## src/rtl/trace_collector_pkg.sv

```systemverilog
// Shared types for the CPU trace collector: the queued event record and the
// store-merge helper used to form MEM events.
package trace_collector_pkg;

   localparam logic KIND_GRF = 1'b0;
   localparam logic KIND_MEM = 1'b1;

   // 129-bit record: kind + pc + dest + data + timestamp
   typedef struct packed {
      logic        kind;
      logic [31:0] pc;
      logic [31:0] dest;
      logic [31:0] data;
      logic [31:0] tstamp;
   } trace_entry_t;

   function automatic logic [31:0] merge_store(input logic [3:0]  byteen,
                                               input logic [31:0] wdata,
                                               input logic [31:0] rdata);
      logic [31:0] r;
      r = rdata;
      for (int i = 0; i < 4; i++)
         if (byteen[i]) r[8*i +: 8] = wdata[8*i +: 8];
      return r;
   endfunction

endpackage

```

## src/rtl/trace_collector_fifo.sv

```systemverilog
// Trace entry storage: two write ports filled in order (port 0 then port 1),
// one read port presenting the head entry.
module trace_fifo
   import trace_collector_pkg::*;
#(
   parameter int DEPTH = 8,
   localparam int PW = $clog2(DEPTH),
   localparam int CW = $clog2(DEPTH + 1)
) (
   input  logic         clk,
   input  logic         reset,
   input  logic [1:0]   wr_cnt,
   input  trace_entry_t wr_data0,
   input  trace_entry_t wr_data1,
   input  logic         rd_en,
   output trace_entry_t head,
   output logic [CW-1:0] count
);

   trace_entry_t  mem [DEPTH];
   logic [PW-1:0] wptr, rptr;
   logic          rd;

   // Caller guarantees wr_cnt never exceeds free space
   assign rd   = rd_en && (count != '0);
   assign head = mem[rptr];

   always_ff @(posedge clk) begin
      if (wr_cnt != 2'd0) mem[wptr] <= wr_data0;
      if (wr_cnt == 2'd2) mem[wptr + PW'(1)] <= wr_data1;
   end

   always_ff @(posedge clk) begin
      if (reset) begin
         wptr  <= '0;
         rptr  <= '0;
         count <= '0;
      end else begin
         wptr  <= wptr + PW'(wr_cnt);
         rptr  <= rptr + PW'(rd);
         count <= count + CW'(wr_cnt) - CW'(rd);
      end
   end

endmodule

```

## src/rtl/trace_collector.sv

```systemverilog
// Collects CPU register-write and store events into a timestamped FIFO stream,
// dropping (and counting) events that do not fit.
module trace_collector
   import trace_collector_pkg::*;
#(
   parameter int DEPTH = 8
) (
   input  logic        clk,
   input  logic        reset,
   input  logic        w_grf_we,
   input  logic [4:0]  w_grf_addr,
   input  logic [31:0] w_grf_wdata,
   input  logic [31:0] w_inst_addr,
   input  logic [3:0]  m_data_byteen,
   input  logic [31:0] m_data_addr,
   input  logic [31:0] m_data_wdata,
   input  logic [31:0] m_data_rdata,
   input  logic [31:0] m_inst_addr,
   output logic        out_valid,
   input  logic        out_ready,
   output logic        out_kind,
   output logic [31:0] out_pc,
   output logic [31:0] out_dest,
   output logic [31:0] out_data,
   output logic [31:0] out_time,
   output logic        overflow,
   output logic [15:0] drop_cnt
);

   localparam int CW = $clog2(DEPTH + 1);

   logic [31:0]   cycle;
   logic          grf_ev, mem_ev, deq;
   logic [1:0]    n_ev, n_acc, n_drop, wr_cnt;
   logic [CW:0]   free;
   logic [CW-1:0] fifo_count;
   logic [16:0]   drop_sum;
   trace_entry_t  grf_e, mem_e, wr0, head, out_e;

   assign grf_ev = w_grf_we && (w_grf_addr != 5'd0);
   assign mem_ev = |m_data_byteen;

   assign grf_e = '{kind: KIND_GRF, pc: w_inst_addr, dest: {27'd0, w_grf_addr},
                    data: w_grf_wdata, tstamp: cycle};
   assign mem_e = '{kind: KIND_MEM, pc: m_inst_addr, dest: {m_data_addr[31:2], 2'b00},
                    data: merge_store(m_data_byteen, m_data_wdata, m_data_rdata),
                    tstamp: cycle};

   // Older W-stage event takes port 0; a lone store moves down to port 0
   assign wr0 = grf_ev ? grf_e : mem_e;

   assign deq    = out_valid && out_ready;
   assign free   = (CW+1)'(DEPTH) - {1'b0, fifo_count} + (CW+1)'(deq);
   assign n_ev   = {1'b0, grf_ev} + {1'b0, mem_ev};
   assign n_acc  = (free < (CW+1)'(n_ev)) ? free[1:0] : n_ev;
   assign n_drop = n_ev - n_acc;
   assign wr_cnt = reset ? 2'd0 : n_acc;

   trace_fifo #(.DEPTH(DEPTH)) u_fifo (
      .clk      (clk),
      .reset    (reset),
      .wr_cnt   (wr_cnt),
      .wr_data0 (wr0),
      .wr_data1 (mem_e),
      .rd_en    (deq),
      .head     (head),
      .count    (fifo_count)
   );

   assign out_valid = !reset && (fifo_count != '0);
   assign out_e     = out_valid ? head : '0;
   assign out_kind  = out_e.kind;
   assign out_pc    = out_e.pc;
   assign out_dest  = out_e.dest;
   assign out_data  = out_e.data;
   assign out_time  = out_e.tstamp;

   assign drop_sum = {1'b0, drop_cnt} + 17'(n_drop);

   always_ff @(posedge clk) begin
      if (reset) begin
         cycle    <= '0;
         overflow <= 1'b0;
         drop_cnt <= '0;
      end else begin
         cycle    <= cycle + 32'd1;
         overflow <= overflow | (n_drop != 2'd0);
         drop_cnt <= drop_sum[16] ? 16'hFFFF : drop_sum[15:0];
      end
   end

endmodule

```

## config.mk

```make
export PLATFORM = sky130hd
export DESIGN_NAME = trace_collector
export DESIGN_NICKNAME = d
export VERILOG_FILES = /design/src/rtl/trace_collector_pkg.sv /design/src/rtl/trace_collector_fifo.sv /design/src/rtl/trace_collector.sv
export SDC_FILE = /design/constraint.sdc
export NUM_CORES = 2
export LEC_CHECK = 0
export CAP_MARGIN = 20
export CORE_ASPECT_RATIO = 0.6
export CORE_MARGIN = 8
export CORE_UTILIZATION = 50
export CTS_CLUSTER_DIAMETER = 100
export CTS_CLUSTER_SIZE = 40
export DETAILED_ROUTE_END_ITERATION = 8
export DONT_BUFFER_PORTS = 1
export GPL_ROUTABILITY_DRIVEN = 0
export SLEW_MARGIN = 20
export SYNTH_ARGS = -nofsm -noshare
export SYNTH_HDL_FRONTEND = slang
export SYNTH_SLANG_ARGS = --single-unit
```

## constraint.sdc

```tcl
create_clock -name clk -period 12.7 [get_ports clk]
set_clock_uncertainty 0.15 [all_clocks]
set_input_delay 2.54 -clock clk [delete_from_list [all_inputs] [get_ports clk]]
set_output_delay 2.54 -clock clk [all_outputs]
set_load 0.01 [all_outputs]
```

# == Word level (Yosys, flattened, before mapping) ==
# Memories as Yosys holds them, arrays and structs flattened. A register that Yosys moved wholly into a read port is not among the register bits.
# Cells that the tools add are included.
# totals
input_bits,205
ramBits,1032
n_memories,1
out_inout_bits,147
latch_bits,0
word_cells,45
register_bits,59
rom_bits,0
# memory_table
name,depth,word_bits,rd,rd_ports_with_merged_regs,wr,line_no,source
u_fifo.mem,8,129,1,1,2,trace_collector_fifo.sv:20,trace_entry_t mem [DEPTH];
# classes
n_reduce_logical,10
mul,0
div,0
n_eq_ne,1
n_lt_le_gt_ge,1
shifts,0
n_addsub,11
muxes,14
bitwise,1
# op_table
cell,n
129-bit 2-to-1 mux,2
"32-bit by 1-bit adder with 32-bit output, second input constant",1
8-bit 2-to-1 mux,4
16-bit by 2-bit adder with 17-bit output,1
16-bit 2-to-1 mux,1
5-bit by 1-bit adder with 5-bit output,1
5-bit by 2-bit less-than comparator with 1-bit output,1
5-bit nonzero test,1
"4-bit by 4-bit subtractor with 5-bit output, first input constant",1
4-bit by 2-bit adder with 4-bit output,1
1-bit logical AND,4
1-bit 2-to-1 mux,4
2-bit 2-to-1 mux,2
2-bit nonzero test,2
4-bit nonzero test,1
4-bit OR reduction,1
4-bit by 1-bit subtractor with 4-bit output,1
3-bit by 1-bit adder with 3-bit output,1
"3-bit by 1-bit adder with 3-bit output, second input constant",1
3-bit by 2-bit adder with 3-bit output,1
3-bit 2-to-1 mux,1
1-bit by 1-bit adder with 2-bit output,1
"2-bit == test, second input constant",1
2-bit subtractor,1
2 further kinds,2

# == Logic depth before layout (Yosys ltp) ==
# logic_depth
depth_word,10
ltp_mapped,26
mapped_depth_nobuf,24

# == Hierarchy ==
# From an unflattened synthesis, not the netlist that was laid out.
# hier_totals
cells_unflattened,3307
hier_area_um2,56301.5
# modules_own_cells
module,seq_area_each_um2,cells_each,area_per_inst_um2,n_inst
trace_fifo,31189.9,2718,51559.4,1
trace_collector,980.9,589,4742.0,1

# == Worst setup path after synthesis ==
# OpenSTA, ideal clock, no wires.
# synth_timing
path_kind,input port to flip-flop
startpoint,input port w_grf_addr[1]
endpoint,"memory u_fifo.mem[7][20] in the netlist's numbering, data pin"
t_required_ns,12.391
t_arrival_ns,9.720
setup_time_ns,0.159
cell_stages,18
slack_ns,2.670
path_buffers,6
cell_sequence,or4_1 > o21ai_0 > inv_1 > buf_1 > clkbuf_1 > buf_1 > ha_1 > inv_1 > ha_1 > a21boi_1 > or3_1 > buf_2 > o21ai_0 > nand4b_1 > buf_2 > nand2_1 > clkbuf_1 > and2_1
# synth_lines
element,line_no,source
start: declaration,trace_collector.sv:11,"input logic [4:0] w_grf_addr,"
end: declaration,trace_collector_fifo.sv:20,

# == Final worst setup path ==
# layout_timing
startpoint,input port reset
endpoint,register drop_cnt[5]
# layout_between
elab_chain_cells,9
# layout_rtl
element,line_no,source
start: declaration,trace_collector.sv:9,"input logic reset,"
1-bit logical NOT (*),trace_collector.sv:70,assign out_valid = !reset && (fifo_count != '0);
1-bit logical AND (*),trace_collector.sv:70,
named net out_valid,trace_collector.sv:19,"output logic out_valid,"
1-bit logical AND (*),trace_collector.sv:52,assign deq = out_valid && out_ready;
5-bit by 1-bit adder with 5-bit output (*),trace_collector.sv:53,"assign free = (CW+1)'(DEPTH) - {1'b0, fifo_count} + (CW+1)'(deq);"
5-bit by 2-bit less-than comparator with 1-bit output,trace_collector.sv:55,assign n_acc = (free < (CW+1)'(n_ev)) ? free[1:0] : n_ev;
2-bit 2-to-1 mux (*),trace_collector.sv:55,
2-bit subtractor (*),trace_collector.sv:56,assign n_drop = n_ev - n_acc;
16-bit by 2-bit adder with 17-bit output (*),trace_collector.sv:78,"assign drop_sum = {1'b0, drop_cnt} + 17'(n_drop);"
16-bit 2-to-1 mux (*),trace_collector.sv:88,drop_cnt <= drop_sum[16] ? 16'hFFFF : drop_sum[15:0];
end signal: assignment,trace_collector.sv:88,
end: declaration,trace_collector.sv:27,output logic [15:0] drop_cnt
# The timed path passes the listed nets; every way through them passes the cells marked *.
# A chain may end at the register's enable or synchronous reset.

==> impl_metrics.prom <==
# TYPE chip_impl_metric gauge
chip_impl_metric{name="layout-drive-gt1-share",unit="%"} 12.0
chip_impl_metric{name="gr-usage-met2",unit="%"} 41.9
chip_impl_info{name="run_status",value="finished clean"} 1
chip_impl_metric{name="io_pins",unit=""} 352
chip_impl_info{name="worst_r2r_endpoint",value="drop_cnt[5]$_SDFF_PP0_"} 1
chip_impl_metric{name="post-synth-top-area-fraction",unit="%"} 58.1
chip_impl_info{name="yosys-top-cells-area",value="sky130_fd_sc_hd__edfxtp_1, sky130_fd_sc_hd__mux4_2, sky130_fd_sc_hd__mux2i_1, sky130_fd_sc_hd__nor2b_1, sky130_fd_sc_hd__o2bb2ai_1"} 1
chip_impl_metric{name="dpl_cell_area",unit="um^2"} 53200
chip_impl_metric{name="synth-seq-cells",unit=""} 1091
chip_impl_metric{name="die_width",unit="um"} 433
chip_impl_metric{name="synth_edf_count",unit=""} 1008
chip_impl_metric{name="final_period_minus_worst_setup_slack",unit="ps"} 8620
chip_impl_metric{name="number_of_antenna_violations_at_the_first_check_in_global_routing",unit=""} 8
chip_impl_metric{name="final_antenna_net_count",unit=""} 0
chip_impl_metric{name="length_in_cells_of_the_worst_reg_to_reg_path",unit=""} 22
chip_impl_metric{name="cts_post_setup_buffers_inserted",unit=""} 0
chip_impl_metric{name="detailedRoute.firstIterationViolations",unit=""} 3709
chip_impl_info{name="rsz_0062_raised_after_global_routing",value="false"} 1
chip_impl_metric{name="grt_first_pass_wirelength",unit="mm"} 220
chip_impl_metric{name="timing.max_slew.rel_slack",unit="%"} 21.9
chip_impl_metric{name="avgSynthCellArea",unit="um^2"} 13.7
chip_impl_metric{name="numClockSinks",unit=""} 1091
chip_impl_info{name="grt.busiest_layer",value="met2"} 1
chip_impl_metric{name="max-cap-violations",unit=""} 0
chip_impl_metric{name="avgRoutedWirePerCell",unit="um"} 30.6
chip_impl_metric{name="cts-hold-fix-buffers",unit=""} 0
chip_impl_metric{name="final.setup.worst_slack",unit="ps"} 4080
chip_impl_info{name="kind_of_start_point_of_the_critical_path",value="input port"} 1
chip_impl_info{name="clockRootBuffer",value="sky130_fd_sc_hd__clkbuf_16"} 1
chip_impl_metric{name="r2r_setup_slack",unit="ps"} 5490
chip_impl_metric{name="synthCells",unit=""} 3798
chip_impl_metric{name="vias_per_cell",unit=""} 6.49
chip_impl_info{name="worst_r2r_startpoint",value="u_fifo.count[2]$_SDFF_PP0_"} 1
chip_impl_metric{name="setup_viol",unit=""} 0
chip_impl_metric{name="post_synth_num_cell_types",unit=""} 58
chip_impl_metric{name="final_min_period_over_clock_period",unit="%"} 67.9
chip_impl_metric{name="report.final.slew_viol_count",unit=""} 0
chip_impl_metric{name="cts.htree.levels",unit=""} 2
chip_impl_metric{name="globalRouteMet1Util",unit="%"} 34.6
chip_impl_metric{name="timing.critical_path.fanout_max",unit=""} 66
chip_impl_metric{name="grt_util_all_layers",unit="%"} 25.6
chip_impl_metric{name="finish.net_count",unit=""} 3753
chip_impl_metric{name="initial_core_util",unit="%"} 50.6
chip_impl_metric{name="transition_at_the_pin_with_the_smallest_max_transition_slack",unit="ps"} 1170
chip_impl_metric{name="finalHoldViolCount",unit=""} 0
chip_impl_metric{name="finish.cell_count_without_fillers",unit=""} 4957
chip_impl_metric{name="number_of_nets_in_the_synthesized_netlist",unit=""} 4025
chip_impl_metric{name="syn2layout_area_growth",unit="%"} 4.40
chip_impl_metric{name="largest_net_degree_at_the_start_of_global_routing",unit=""} 157
chip_impl_metric{name="filler_cell_count",unit=""} 8435
chip_impl_metric{name="timing.critical_path.arrival",unit="ps"} 9030
chip_impl_metric{name="drtPass1Iterations",unit=""} 6
chip_impl_info{name="synth_area_leader_cell",value="sky130_fd_sc_hd__edfxtp_1"} 1
chip_impl_info{name="min-delay-path-class",value="flop to flop"} 1
chip_impl_metric{name="vias_in_the_first_global_route",unit=""} 33100
chip_impl_metric{name="finalWirelength",unit="mm"} 152
chip_impl_metric{name="detailedPlacementHpwl",unit="mm"} 82.1
chip_impl_info{name="hold_path.startpoint",value="u_fifo.mem[3][65]$_SDFFE_PP0P_"} 1
chip_impl_info{name="yosys_most_used_dff",value="sky130_fd_sc_hd__edfxtp_1"} 1
chip_impl_metric{name="post_synth_instance_area",unit="um^2"} 52100
chip_impl_metric{name="clkTransAtPathRegs",unit="ps"} 140
chip_impl_metric{name="floorplan.die_area",unit="um^2"} 115000
chip_impl_metric{name="synthesis.yosys.warnings",unit=""} 0
chip_impl_metric{name="totalPowerFinal",unit="mW"} 8.83
chip_impl_metric{name="ys_async_sr_fraction",unit="%"} 0
chip_impl_metric{name="p_leak",unit="nW"} 16.7
chip_impl_info{name="critPathCapture",value="drop_cnt[5]$_SDFF_PP0_"} 1
chip_impl_metric{name="worst_skew_pair.late_latency",unit="ps"} 630
chip_impl_metric{name="routed-via-count",unit=""} 32100
chip_impl_metric{name="cts-buffers-inserted",unit=""} 35
chip_impl_info{name="tritoncts_clock_tree",value="built"} 1
chip_impl_metric{name="layout.core_utilization",unit="%"} 52.8
chip_impl_info{name="cp-startpoint",value="reset"} 1
chip_impl_info{name="cell_types_with_the_highest_counts_after_synthesis",value="sky130_fd_sc_hd__edfxtp_1, sky130_fd_sc_hd__nor2b_1, sky130_fd_sc_hd__nand2_1"} 1
chip_impl_metric{name="design_area_final",unit="um^2"} 54400
chip_impl_metric{name="post_cts_resized",unit=""} 0
chip_impl_metric{name="detail_route.drc_violations",unit=""} 0
chip_impl_info{name="synthMostInstantiatedCell",value="sky130_fd_sc_hd__edfxtp_1"} 1
chip_impl_metric{name="max_freq",unit="MHz"} 116
chip_impl_metric{name="grtUsageMet3",unit="%"} 5.45
chip_impl_metric{name="fin_hold_ws",unit="ps"} 318
chip_impl_metric{name="dp_cells",unit=""} 4883
chip_impl_metric{name="die_height",unit="um"} 266
chip_impl_metric{name="data_required_time_at_the_worst_endpoint",unit="ps"} 13110
chip_impl_metric{name="grt_overflow_total",unit=""} 0
chip_impl_metric{name="cts_max_path_buffers",unit=""} 3
chip_impl_metric{name="pre_cts_slack",unit="ps"} 3410
chip_impl_metric{name="final.setup.tns",unit="ps"} 0
chip_impl_info{name="endpoint_kind",value="flop"} 1
chip_impl_info{name="worstSetupPathType",value="input port to flop"} 1
chip_impl_metric{name="portBuffers",unit=""} 0
chip_impl_metric{name="worst_case_vdd_ir_drop",unit="V"} 0.000138
chip_impl_metric{name="power_density",unit="nW/um^2"} 162
chip_impl_metric{name="num_rows",unit=""} 91
chip_impl_metric{name="fp.coreArea",unit="um^2"} 103000
chip_impl_metric{name="ys_seq_area_share",unit="%"} 61.3
==> layout make-up <==
class	instances	area [um^2]	area share (%)
diodes	11	27.5	0.0506
clock buffers	49	971	1.78
multi-input cells	2303	18800	34.6
repair buffers	66	591	1.09
well taps	1395	1750	3.21
clock inverters	13	159	0.292
inverters	29	131	0.242
flip-flops and latches	1091	31900	58.7
==> cells by family after synthesis <==
family	share of synthesized area, %
adders and majority gates	0.572
DFF	61.3
AOI/OAI and AO/OA	8.30
muxes	15.3
buffers and inverters	3.14
and+or+nand+nor	10.7
xor gates and xnor gates	0.740
==> worst min path at each step <==
| stage | endpoint | slack (ps) | cells after the start |
|---|---|---|---|
| 2_1_floorplan | u_fifo.mem[3][64]$_SDFFE_PP0P_ | 280 | 2 |
| 3_3_place_gp | u_fifo.mem[3][65]$_SDFFE_PP0P_ | 300 | 2 |
| 3_5_place_dp | u_fifo.mem[3][65]$_SDFFE_PP0P_ | 300 | 2 |
| 4_1_cts | u_fifo.mem[3][65]$_SDFFE_PP0P_ | 320 | 2 |
| 5_1_grt | u_fifo.mem[3][65]$_SDFFE_PP0P_ | 340 | 2 |
| 6_report | u_fifo.mem[3][65]$_SDFFE_PP0P_ | 320 | 2 |
==> cells in the final DEF (no fill, tap or decap), types with 5 or more instances in the layout <==
master and n:
sky130_fd_sc_hd__ha_1 19, sky130_fd_sc_hd__o21ai_0 290, sky130_fd_sc_hd__xor2_1 24, sky130_fd_sc_hd__mux2i_1 211, sky130_fd_sc_hd__o2bb2ai_1 224, sky130_fd_sc_hd__or3_1 9, sky130_fd_sc_hd__xnor2_1 20, sky130_fd_sc_hd__inv_1 23
sky130_fd_sc_hd__o22ai_1 32, sky130_fd_sc_hd__nand3_1 22, sky130_fd_sc_hd__a31oi_4 6, sky130_fd_sc_hd__and3_1 13, sky130_fd_sc_hd__buf_4 59, sky130_fd_sc_hd__buf_12 6, sky130_fd_sc_hd__a21oi_1 67, sky130_fd_sc_hd__clkbuf_1 12
sky130_fd_sc_hd__o21bai_1 7, sky130_fd_sc_hd__diode_2 11, sky130_fd_sc_hd__dfxtp_1 80, sky130_fd_sc_hd__edfxtp_1 1008, sky130_fd_sc_hd__clkbuf_16 37, sky130_fd_sc_hd__and2_1 126, sky130_fd_sc_hd__mux4_2 258, sky130_fd_sc_hd__nor2_1 242
sky130_fd_sc_hd__or4_1 5, sky130_fd_sc_hd__nor2b_1 339, sky130_fd_sc_hd__inv_6 6, sky130_fd_sc_hd__nand2_1 312, sky130_fd_sc_hd__o21ai_4 7, sky130_fd_sc_hd__nand4_1 13
==> flip-flops by register name, summed over array words and instances, names as in the netlist <==
| register | count |
|---|---|
| overflow | 1 |
| u_fifo.wptr | 3 |
| drop_cnt | 16 |
| u_fifo.mem | 1032 |
| cycle | 32 |
| u_fifo.rptr | 3 |
| u_fifo.count | 4 |
==> report_power, final <==
part | switching [mW] | leakage, nW | internal (mW)
logic | 1.67 | 5.61 | 0.806
registers | 0.146 | 10.5 | 4.53
clock network | 1.09 | 0.534 | 0.588
total | 2.90 | 16.7 | 5.93
==> layer usage <==
| layer | part of all wire, % | wire length, um |
|---|---|---|
| met5 | 0 | 0 |
| met4 | 3.0 | 4510 |
| met3 | 9.3 | 14100 |
| met2 | 48 | 72100 |
| met1 | 40 | 60900 |
==> critical path, cell delays in order <==
cell                       delay, ps
sky130_fd_sc_hd__inv_1           150
sky130_fd_sc_hd__nand2_4         570
sky130_fd_sc_hd__inv_1           250
sky130_fd_sc_hd__nand2_1         250
sky130_fd_sc_hd__ha_1            230
sky130_fd_sc_hd__inv_1            50
sky130_fd_sc_hd__ha_1            360
sky130_fd_sc_hd__ha_1            310
sky130_fd_sc_hd__a21boi_1        140
sky130_fd_sc_hd__or3_1           510
sky130_fd_sc_hd__nor2_2          660
sky130_fd_sc_hd__mux2i_1         210
sky130_fd_sc_hd__ha_1            250
sky130_fd_sc_hd__xnor2_1         650
sky130_fd_sc_hd__fa_1            360
sky130_fd_sc_hd__and3_1          210
sky130_fd_sc_hd__nand3_1         220
sky130_fd_sc_hd__nor2_1          330
sky130_fd_sc_hd__nand3_1         440
sky130_fd_sc_hd__a21oi_1         280
Power figures use the tool's default switching activity.
